--- src/rtl/div_pkg.sv ---
// Shared definitions for the iterative radix-4 divider: FSM state encoding
// and the leading-zero skip sizes.
package div_pkg;

  typedef enum logic [1:0] {
    ST_IDLE = 2'd0,
    ST_CALC = 2'd1,
    ST_DONE = 2'd2
  } state_t;

  localparam int SKIP_16 = 16;
  localparam int SKIP_8  = 8;
  localparam int SKIP_4  = 4;

endpackage

--- src/rtl/div_r4_step.sv ---
// One restoring radix-4 iteration: picks the largest divisor multiple (0..3)
// not exceeding the shifted partial remainder and returns 2 quotient bits.
module div_r4_step
  import div_pkg::*;
#(
  parameter int WIDTH = 32
) (
  input  logic [WIDTH+1:0] rem_in,
  input  logic [WIDTH+1:0] d1,
  input  logic [WIDTH+1:0] d2,
  input  logic [WIDTH+1:0] d3,
  output logic [WIDTH-1:0] rem_out,
  output logic [1:0]       quo_bits
);

  // One guard bit above the WIDTH+2 operands keeps every difference exact.
  logic signed [WIDTH+2:0] pr;
  logic signed [WIDTH+2:0] s1;
  logic signed [WIDTH+2:0] s2;
  logic signed [WIDTH+2:0] s3;
  logic signed [WIDTH+2:0] sel;

  always_comb begin
    pr = $signed({1'b0, rem_in});
    s1 = pr - $signed({1'b0, d1});
    s2 = pr - $signed({1'b0, d2});
    s3 = pr - $signed({1'b0, d3});
    if (!s3[WIDTH+2]) begin
      sel      = s3;
      quo_bits = 2'd3;
    end else if (!s2[WIDTH+2]) begin
      sel      = s2;
      quo_bits = 2'd2;
    end else if (!s1[WIDTH+2]) begin
      sel      = s1;
      quo_bits = 2'd1;
    end else begin
      sel      = pr;
      quo_bits = 2'd0;
    end
    rem_out = WIDTH'(sel);
  end

endmodule

--- src/rtl/param_div.sv ---
// Iterative signed/unsigned divider: magnitude radix-4 restoring core with
// optional 16/8/4-bit leading-zero skipping and a valid/ready handshake.
module param_div
  import div_pkg::*;
#(
  parameter int WIDTH   = 32,
  parameter int SKIP_EN = 1
) (
  input  logic             clk,
  input  logic             rst_n,
  input  logic             flush,
  input  logic             in_valid,
  output logic             in_ready,
  input  logic [WIDTH-1:0] in_a,
  input  logic [WIDTH-1:0] in_b,
  input  logic             in_sign,
  output logic             out_valid,
  input  logic             out_ready,
  output logic [WIDTH-1:0] out_quo,
  output logic [WIDTH-1:0] out_rem,
  output logic             out_dbz
);

  localparam int CW = $clog2(WIDTH + 1);
  localparam int XW = 2 * WIDTH + 16;

  state_t           state;
  logic [CW-1:0]    cnt;
  logic [CW-1:0]    cnt_d;
  logic [WIDTH-1:0] rem_q;
  logic [WIDTH-1:0] dvd_q;
  logic [WIDTH-1:0] b_q;
  logic [WIDTH-1:0] rem_d;
  logic [WIDTH-1:0] dvd_d;
  logic             quo_neg;
  logic             rem_neg;
  logic             a_neg;
  logic             b_neg;
  logic [WIDTH-1:0] a_mag;
  logic [WIDTH-1:0] b_mag;
  logic             accept;
  logic [XW-1:0]    pr_ext;
  logic [XW-1:0]    b_ext;
  logic [XW-1:0]    val16;
  logic [XW-1:0]    val8;
  logic [XW-1:0]    val4;
  logic [WIDTH+1:0] pr_r4;
  logic [WIDTH+1:0] d1;
  logic [WIDTH+1:0] d2;
  logic [WIDTH+1:0] d3;
  logic [WIDTH-1:0] r4_rem;
  logic [1:0]       r4_q;

  assign a_neg     = in_sign & in_a[WIDTH-1];
  assign b_neg     = in_sign & in_b[WIDTH-1];
  assign a_mag     = a_neg ? -in_a : in_a;
  assign b_mag     = b_neg ? -in_b : in_b;
  assign in_ready  = (state == ST_IDLE) && !flush;
  assign accept    = in_valid && in_ready;
  assign out_valid = (state == ST_DONE);

  assign pr_r4 = {rem_q, dvd_q[WIDTH-1:WIDTH-2]};
  assign d1    = {2'b00, b_q};
  assign d2    = {1'b0, b_q, 1'b0};
  assign d3    = d1 + d2;

  div_r4_step #(.WIDTH(WIDTH)) u_step (
    .rem_in   (pr_r4),
    .d1       (d1),
    .d2       (d2),
    .d3       (d3),
    .rem_out  (r4_rem),
    .quo_bits (r4_q)
  );

  // The next k quotient bits are all zero exactly when the partial remainder
  // extended by the next k dividend bits is still below the divisor.
  always_comb begin
    pr_ext = {rem_q, dvd_q, 16'b0};
    b_ext  = {{(WIDTH + 16){1'b0}}, b_q};
    val16  = pr_ext >> (WIDTH + 16 - SKIP_16);
    val8   = pr_ext >> (WIDTH + 16 - SKIP_8);
    val4   = pr_ext >> (WIDTH + 16 - SKIP_4);
    rem_d  = r4_rem;
    dvd_d  = {dvd_q[WIDTH-3:0], r4_q};
    cnt_d  = CW'(int'(cnt) - 2);
    if (SKIP_EN != 0 && int'(cnt) >= SKIP_16 && val16 < b_ext) begin
      rem_d = WIDTH'(val16);
      dvd_d = dvd_q << SKIP_16;
      cnt_d = CW'(int'(cnt) - SKIP_16);
    end else if (SKIP_EN != 0 && int'(cnt) >= SKIP_8 && val8 < b_ext) begin
      rem_d = WIDTH'(val8);
      dvd_d = dvd_q << SKIP_8;
      cnt_d = CW'(int'(cnt) - SKIP_8);
    end else if (SKIP_EN != 0 && int'(cnt) >= SKIP_4 && val4 < b_ext) begin
      rem_d = WIDTH'(val4);
      dvd_d = dvd_q << SKIP_4;
      cnt_d = CW'(int'(cnt) - SKIP_4);
    end
  end

  // Datapath registers: loaded on accept, advanced every CALC cycle.
  always_ff @(posedge clk) begin
    if (accept) begin
      rem_q   <= '0;
      dvd_q   <= a_mag;
      b_q     <= b_mag;
      quo_neg <= a_neg ^ b_neg;
      rem_neg <= a_neg;
    end else if (state == ST_CALC) begin
      rem_q <= rem_d;
      dvd_q <= dvd_d;
    end
  end

  always_ff @(posedge clk) begin
    if (!rst_n) begin
      state   <= ST_IDLE;
      cnt     <= '0;
      out_dbz <= 1'b0;
      out_quo <= '0;
      out_rem <= '0;
    end else if (flush) begin
      state <= ST_IDLE;
    end else begin
      case (state)
        ST_IDLE: begin
          if (accept) begin
            if (in_b == '0) begin
              state   <= ST_DONE;
              cnt     <= '0;
              out_quo <= '1;
              out_rem <= in_a;
              out_dbz <= 1'b1;
            end else begin
              state   <= ST_CALC;
              cnt     <= CW'(WIDTH);
              out_dbz <= 1'b0;
            end
          end
        end
        ST_CALC: begin
          cnt <= cnt_d;
          if (cnt_d == '0) begin
            state   <= ST_DONE;
            out_quo <= quo_neg ? -dvd_d : dvd_d;
            out_rem <= rem_neg ? -rem_d : rem_d;
          end
        end
        ST_DONE: begin
          if (out_ready) state <= ST_IDLE;
        end
        default: state <= ST_IDLE;
      endcase
    end
  end

endmodule

--- config.mk ---
export PLATFORM = sky130hd
export DESIGN_NAME = param_div
export DESIGN_NICKNAME = d
export VERILOG_FILES = /design/src/rtl/div_pkg.sv /design/src/rtl/div_r4_step.sv /design/src/rtl/param_div.sv
export SDC_FILE = /design/constraint.sdc
export NUM_CORES = 1
export LEC_CHECK = 0
export BUFFER_PORTS_ARGS = -buffer_cell sky130_fd_sc_hd__buf_2
export CAP_MARGIN = 20
export CELL_PAD_IN_SITES_DETAIL_PLACEMENT = 0
export CELL_PAD_IN_SITES_GLOBAL_PLACEMENT = 1
export CORE_ASPECT_RATIO = 1.1
export CORE_UTILIZATION = 45
export CTS_BUF_LIST = sky130_fd_sc_hd__clkbuf_4
export DETAILED_ROUTE_END_ITERATION = 8
export PLACE_DENSITY = 0.84
export SYNTH_ARGS = -nofsm -noshare
export SYNTH_HDL_FRONTEND = slang
export SYNTH_SLANG_ARGS = --single-unit
--- constraint.sdc ---
create_clock -name clk -period 14.8 [get_ports clk]
set_input_delay 2.96 -clock clk [delete_from_list [all_inputs] [get_ports clk]]
set_output_delay 2.96 -clock clk [all_outputs]
set_load 0.005 [all_outputs]
==> key figures <==
Global route
  • Number of global-route vias before repair: 20500
  • Gr ovfl total: 0
  • Global Route Usage Sum: 37.13%
  • Initial antenna violation count: 2
  • Largest net degree at the start of global routing: 77
  • First-pass GRT wire length: 127700 um

CTS
  • Num CTS Buffers: 17
  • CTS Root Cell: clkbuf_4
  • Worst-skew pair later-pin latency: roughly 0.7 ns
  • TritonCTS clock tree: built
  • Post-CTS Setup Bufs: 0
  • Hold Buf Count CTS: 0
  • H-Tree Depth: 4
  • Clock sinks: 170
  • Max Root-Sink Buffers: 2
  • Post_cts resized: 0
  • Clk pin slew, worst setup/hold paths: 0.17 ns

Worst setup path
  • Crit Path Max Fanout: 36
  • WS Path Type: reg2reg
  • Reg2reg path depth: 19
  • Crit Reg-Reg Endpoint: out_rem[18]
  • R2r setup slk: 7.89 ns
  • RR Startpoint: rem_q[12]
  • Worst setup path endpoint: out_rem[18]
  • Crit. End Element: flop
  • Critical path startpoint category: flop
  • Critical path data arrival time: 7.50 ns
  • CP Launch Point: rem_q[12]
  • Critical path required time: 15.39 ns

Finish
  • Share of cells above drive strength 1: 10.12%
  • Final Non-Filler Cells: around 3300
  • Core Util, Final: between 40% and 50%
  • Area Overhead vs Synth: 7.751%
  • Finished Cell Area: 21600 sq um
  • Fin nets: around 3000

Drt
  • DRC: 0
  • Routed WL per cell: 26.13 um
  • Routed wire length: 85310 um
  • Vias: roughly 22000
  • Iter 0 DRT Violations: ~2600
  • Vias per cell: 6.697
  • First drt pass iteration count: 6
  • Antenna viol nets, final: 0

Timing
  • Hold Vio Cnt, Final: 0
  • Max_slew headroom: 31.20%
  • Maximum clock frequency: approximately 140 MHz
  • WHS: 0.4901 ns
  • Clk_skew: 0.03219 ns
  • Fin. max-slew vios: 0
  • Tmin final: 6.911 ns
  • RSZ-0062 raised after global routing: no
  • Final setup violation count: 0
  • Tcrit/Tclk final: 46.70%
  • Slew @ Worst Pin: 1.028 ns
  • Post-Route Setup TNS: 0 ns

Power
  • P_leak: 0.009007 uW
  • Max VDD drop: 0.1174 mV
  • Power Dens Cells: 218.7 nW/um^2

Synthesis
  • Number of enable flip-flop cells after synthesis: 66
  • Asr flop ratio synth: 0%
  • Syn Inst Count: 2602
  • Top FF cell, synth: dfxtp_1
  • Synth Area in Simple Gates: 21.06%
  • Mapped Area: 20050 sq um
  • Post-synth net total: ~2900
  • Post-synthesis xor/xnor area fraction: 8.081%
  • Avg Cell Area, Syn: ~7.7 sq um
  • Post-Synth Adder-Cell Area: about 16%
  • Portion of netlist area occupied by mux cells: 1.335%
  • Ys Warns: 0
  • Synth unique cells: 96
  • Compound-cell area share of the yosys netlist: 28.77%
  • Combinational family with the most area after synthesis: compound AO/OA/AOI/OAI gates
  • Seq/Total Area, Yosys: 20.27%
  • Yosys reg bits: 170

Floorplanning
  • Io pins: about 140
  • Die area: 45410 sq um
  • Die height: 223.4 um
  • Die Wd: 203.3 um
  • Core box area: roughly 44000 sq um
  • Starting density of the core: between 40% and 50%
  • Row count: 80

Placed design
  • Final GP Congestion: 1.019
  • Dpl cells: 3231
  • Port Buffers: 136
  • HPWL after DPL: 65700 um
  • Area of placed instances: approximately 21000 sq um

Run
  • # Max-Cap Violations: 0

Status
  • Status: finished clean

Worst hold path
  • Hold Crit Class: reg2reg
[logic make-up after synthesis]
kind of cell | count (synthesis)
AND/OR/NAND/NOR | 887
AO/OA/AOI/OAI | 876
adder cells (fa/ha/maj) | 240
buffers and inverters | 218
XOR/XNOR | 185
flip-flops | 170
multiplexers | 26
[per-stage QoR]
stage                     power, uW  worst slack [ns]
final                          4726             7.889
after detailed placement       4266             7.591
after global routing           4950             7.671
after global placement         4252             7.915
after CTS                      4573             8.130
after floorplan                3034             8.672
[critical path, stage by stage (launching register included)]
cell,delay [ns]
dfxtp_1,0.62
buf_4,0.27
ha_1,0.25
a21o_1,0.18
a211o_1,0.28
o221ai_1,0.22
nand4_1,0.50
nor3_4,0.84
buf_4,0.52
nand2_1,0.37
o221ai_1,0.28
o2bb2ai_1,0.22
ha_1,0.23
o221ai_1,0.17
nor4_2,0.49
nand4_1,0.38
o31ai_1,0.41
xor2_1,0.13
a211o_1,0.32
a21oi_1,0.13
[how the worst min path moves through the flow]
stage	slack [ns]	end	from	depth (start not counted)
CTS	0.48	rem_q[10]	rem_q[10]	2
finish	0.49	rem_q[10]	rem_q[10]	2
detailed placement	0.45	rem_q[10]	rem_q[10]	2
floorplan	0.45	out_rem[25]	out_rem[25]	2
global placement	0.44	rem_q[10]	rem_q[10]	2
global route	0.51	out_rem[25]	out_rem[25]	2
[registers in the layout, summed over array words and instances (netlist names)]
register and flops:
b_q 32, cnt 5, dvd_q 32, out_dbz 1, out_quo 32, out_rem 32
quo_neg 1, rem_neg 1, rem_q 32, state 2
[layout by cell type (no fill, tap or decap), drive strengths merged, types with 20 or more instances in the layout]
master / netlist / final
nand3: 66 / 66
buf: 31 / 183
o211ai: 42 / 42
a31oi: 35 / 35
o21ai: 190 / 190
xor2: 79 / 79
nor4: 40 / 40
a21oi: 257 / 257
nor2b: 30 / 30
o31ai: 28 / 28
nand2: 319 / 319
fa: 33 / 33
nor3: 44 / 44
nand4: 47 / 47
a211oi: 36 / 36
ha: 207 / 207
inv: 88 / 98
dfxtp: 104 / 104
o21a: 23 / 23
nor2: 214 / 214
mux2i: 23 / 23
o221ai: 23 / 23
xnor2: 106 / 106
nand2b: 20 / 20
edfxtp: 66 / 66
[where the power goes]
group / leakage (uW) / total [uW] / switching (uW) / internal (uW)
logic: 0.00739 / 3690 / 2440 / 1250
clock network: 0.000154 / 283 / 206 / 76.9
registers: 0.00147 / 753 / 187 / 566
total: 0.00901 / 4730 / 2840 / 1890
[cell usage after synthesis, types with 12 or more instances]
| master | instances | share of area (%) |
|---|---|---|
| nor4_1 | 38 | 1.2 |
| a31oi_1 | 34 | 1.1 |
| edfxtp_1 | 66 | 9.9 |
| nand2b_1 | 19 | 0.59 |
| o21a_1 | 23 | 0.86 |
| xor2_1 | 79 | 3.5 |
| o211ai_1 | 42 | 1.6 |
| inv_1 | 88 | 1.6 |
| xnor2_1 | 106 | 4.6 |
| and3_1 | 17 | 0.53 |
| and2_1 | 12 | 0.37 |
| buf_1 | 14 | 0.26 |
| mux2i_1 | 23 | 1.1 |
| nand4_1 | 47 | 1.5 |
| and4_1 | 12 | 0.52 |
| nand3_1 | 65 | 1.6 |
| nor2b_1 | 30 | 0.94 |
| o31ai_1 | 28 | 1.0 |
| ha_1 | 207 | 13 |
| or3_1 | 19 | 0.59 |
| buf_2 | 12 | 0.30 |
| a22o_1 | 18 | 0.79 |
| nand2_1 | 319 | 6.0 |
| fa_1 | 33 | 3.3 |
| a22oi_1 | 12 | 0.45 |
| a21o_1 | 19 | 0.71 |
| a211oi_1 | 35 | 1.3 |
| a21oi_1 | 255 | 6.4 |
| o41ai_1 | 15 | 0.66 |
| o22ai_1 | 19 | 0.59 |
| clkbuf_1 | 97 | 1.8 |
| o21ai_0 | 182 | 4.5 |
| nor2_1 | 214 | 4.0 |
| a221oi_1 | 19 | 0.83 |
| o211a_1 | 14 | 0.70 |
| o221ai_1 | 23 | 1.0 |
| dfxtp_1 | 104 | 10 |
| a311oi_1 | 13 | 0.57 |
| nor3_1 | 42 | 1.0 |
[cell type report]
class / instances / area (sq um)
diodes: 2 / 5.005
well taps: 574 / 718.2
clock inverters: 15 / 151.4
clock buffers: 17 / 127.6
flip-flops and latches: 170 / 4064
inverters: 90 / 337.8
multi-input cells: 2214 / 15170
repair buffers: 183 / 1030
fillers: 4395 / 22040
[routing by layer]
| metal | vias to the layer above | global-route usage (%) | part of all wire, % |
|---|---|---|---|
| li1 | 9943 | - | - |
| met1 | 10390 | 48.77 | 41 |
| met2 | 1250 | 57.46 | 44 |
| met3 | 284 | 6.325 | 9.8 |
| met4 | 0 | 20.71 | 5.9 |
| met5 | - | 0 | 0 |
Power figures use the tool's default switching activity.
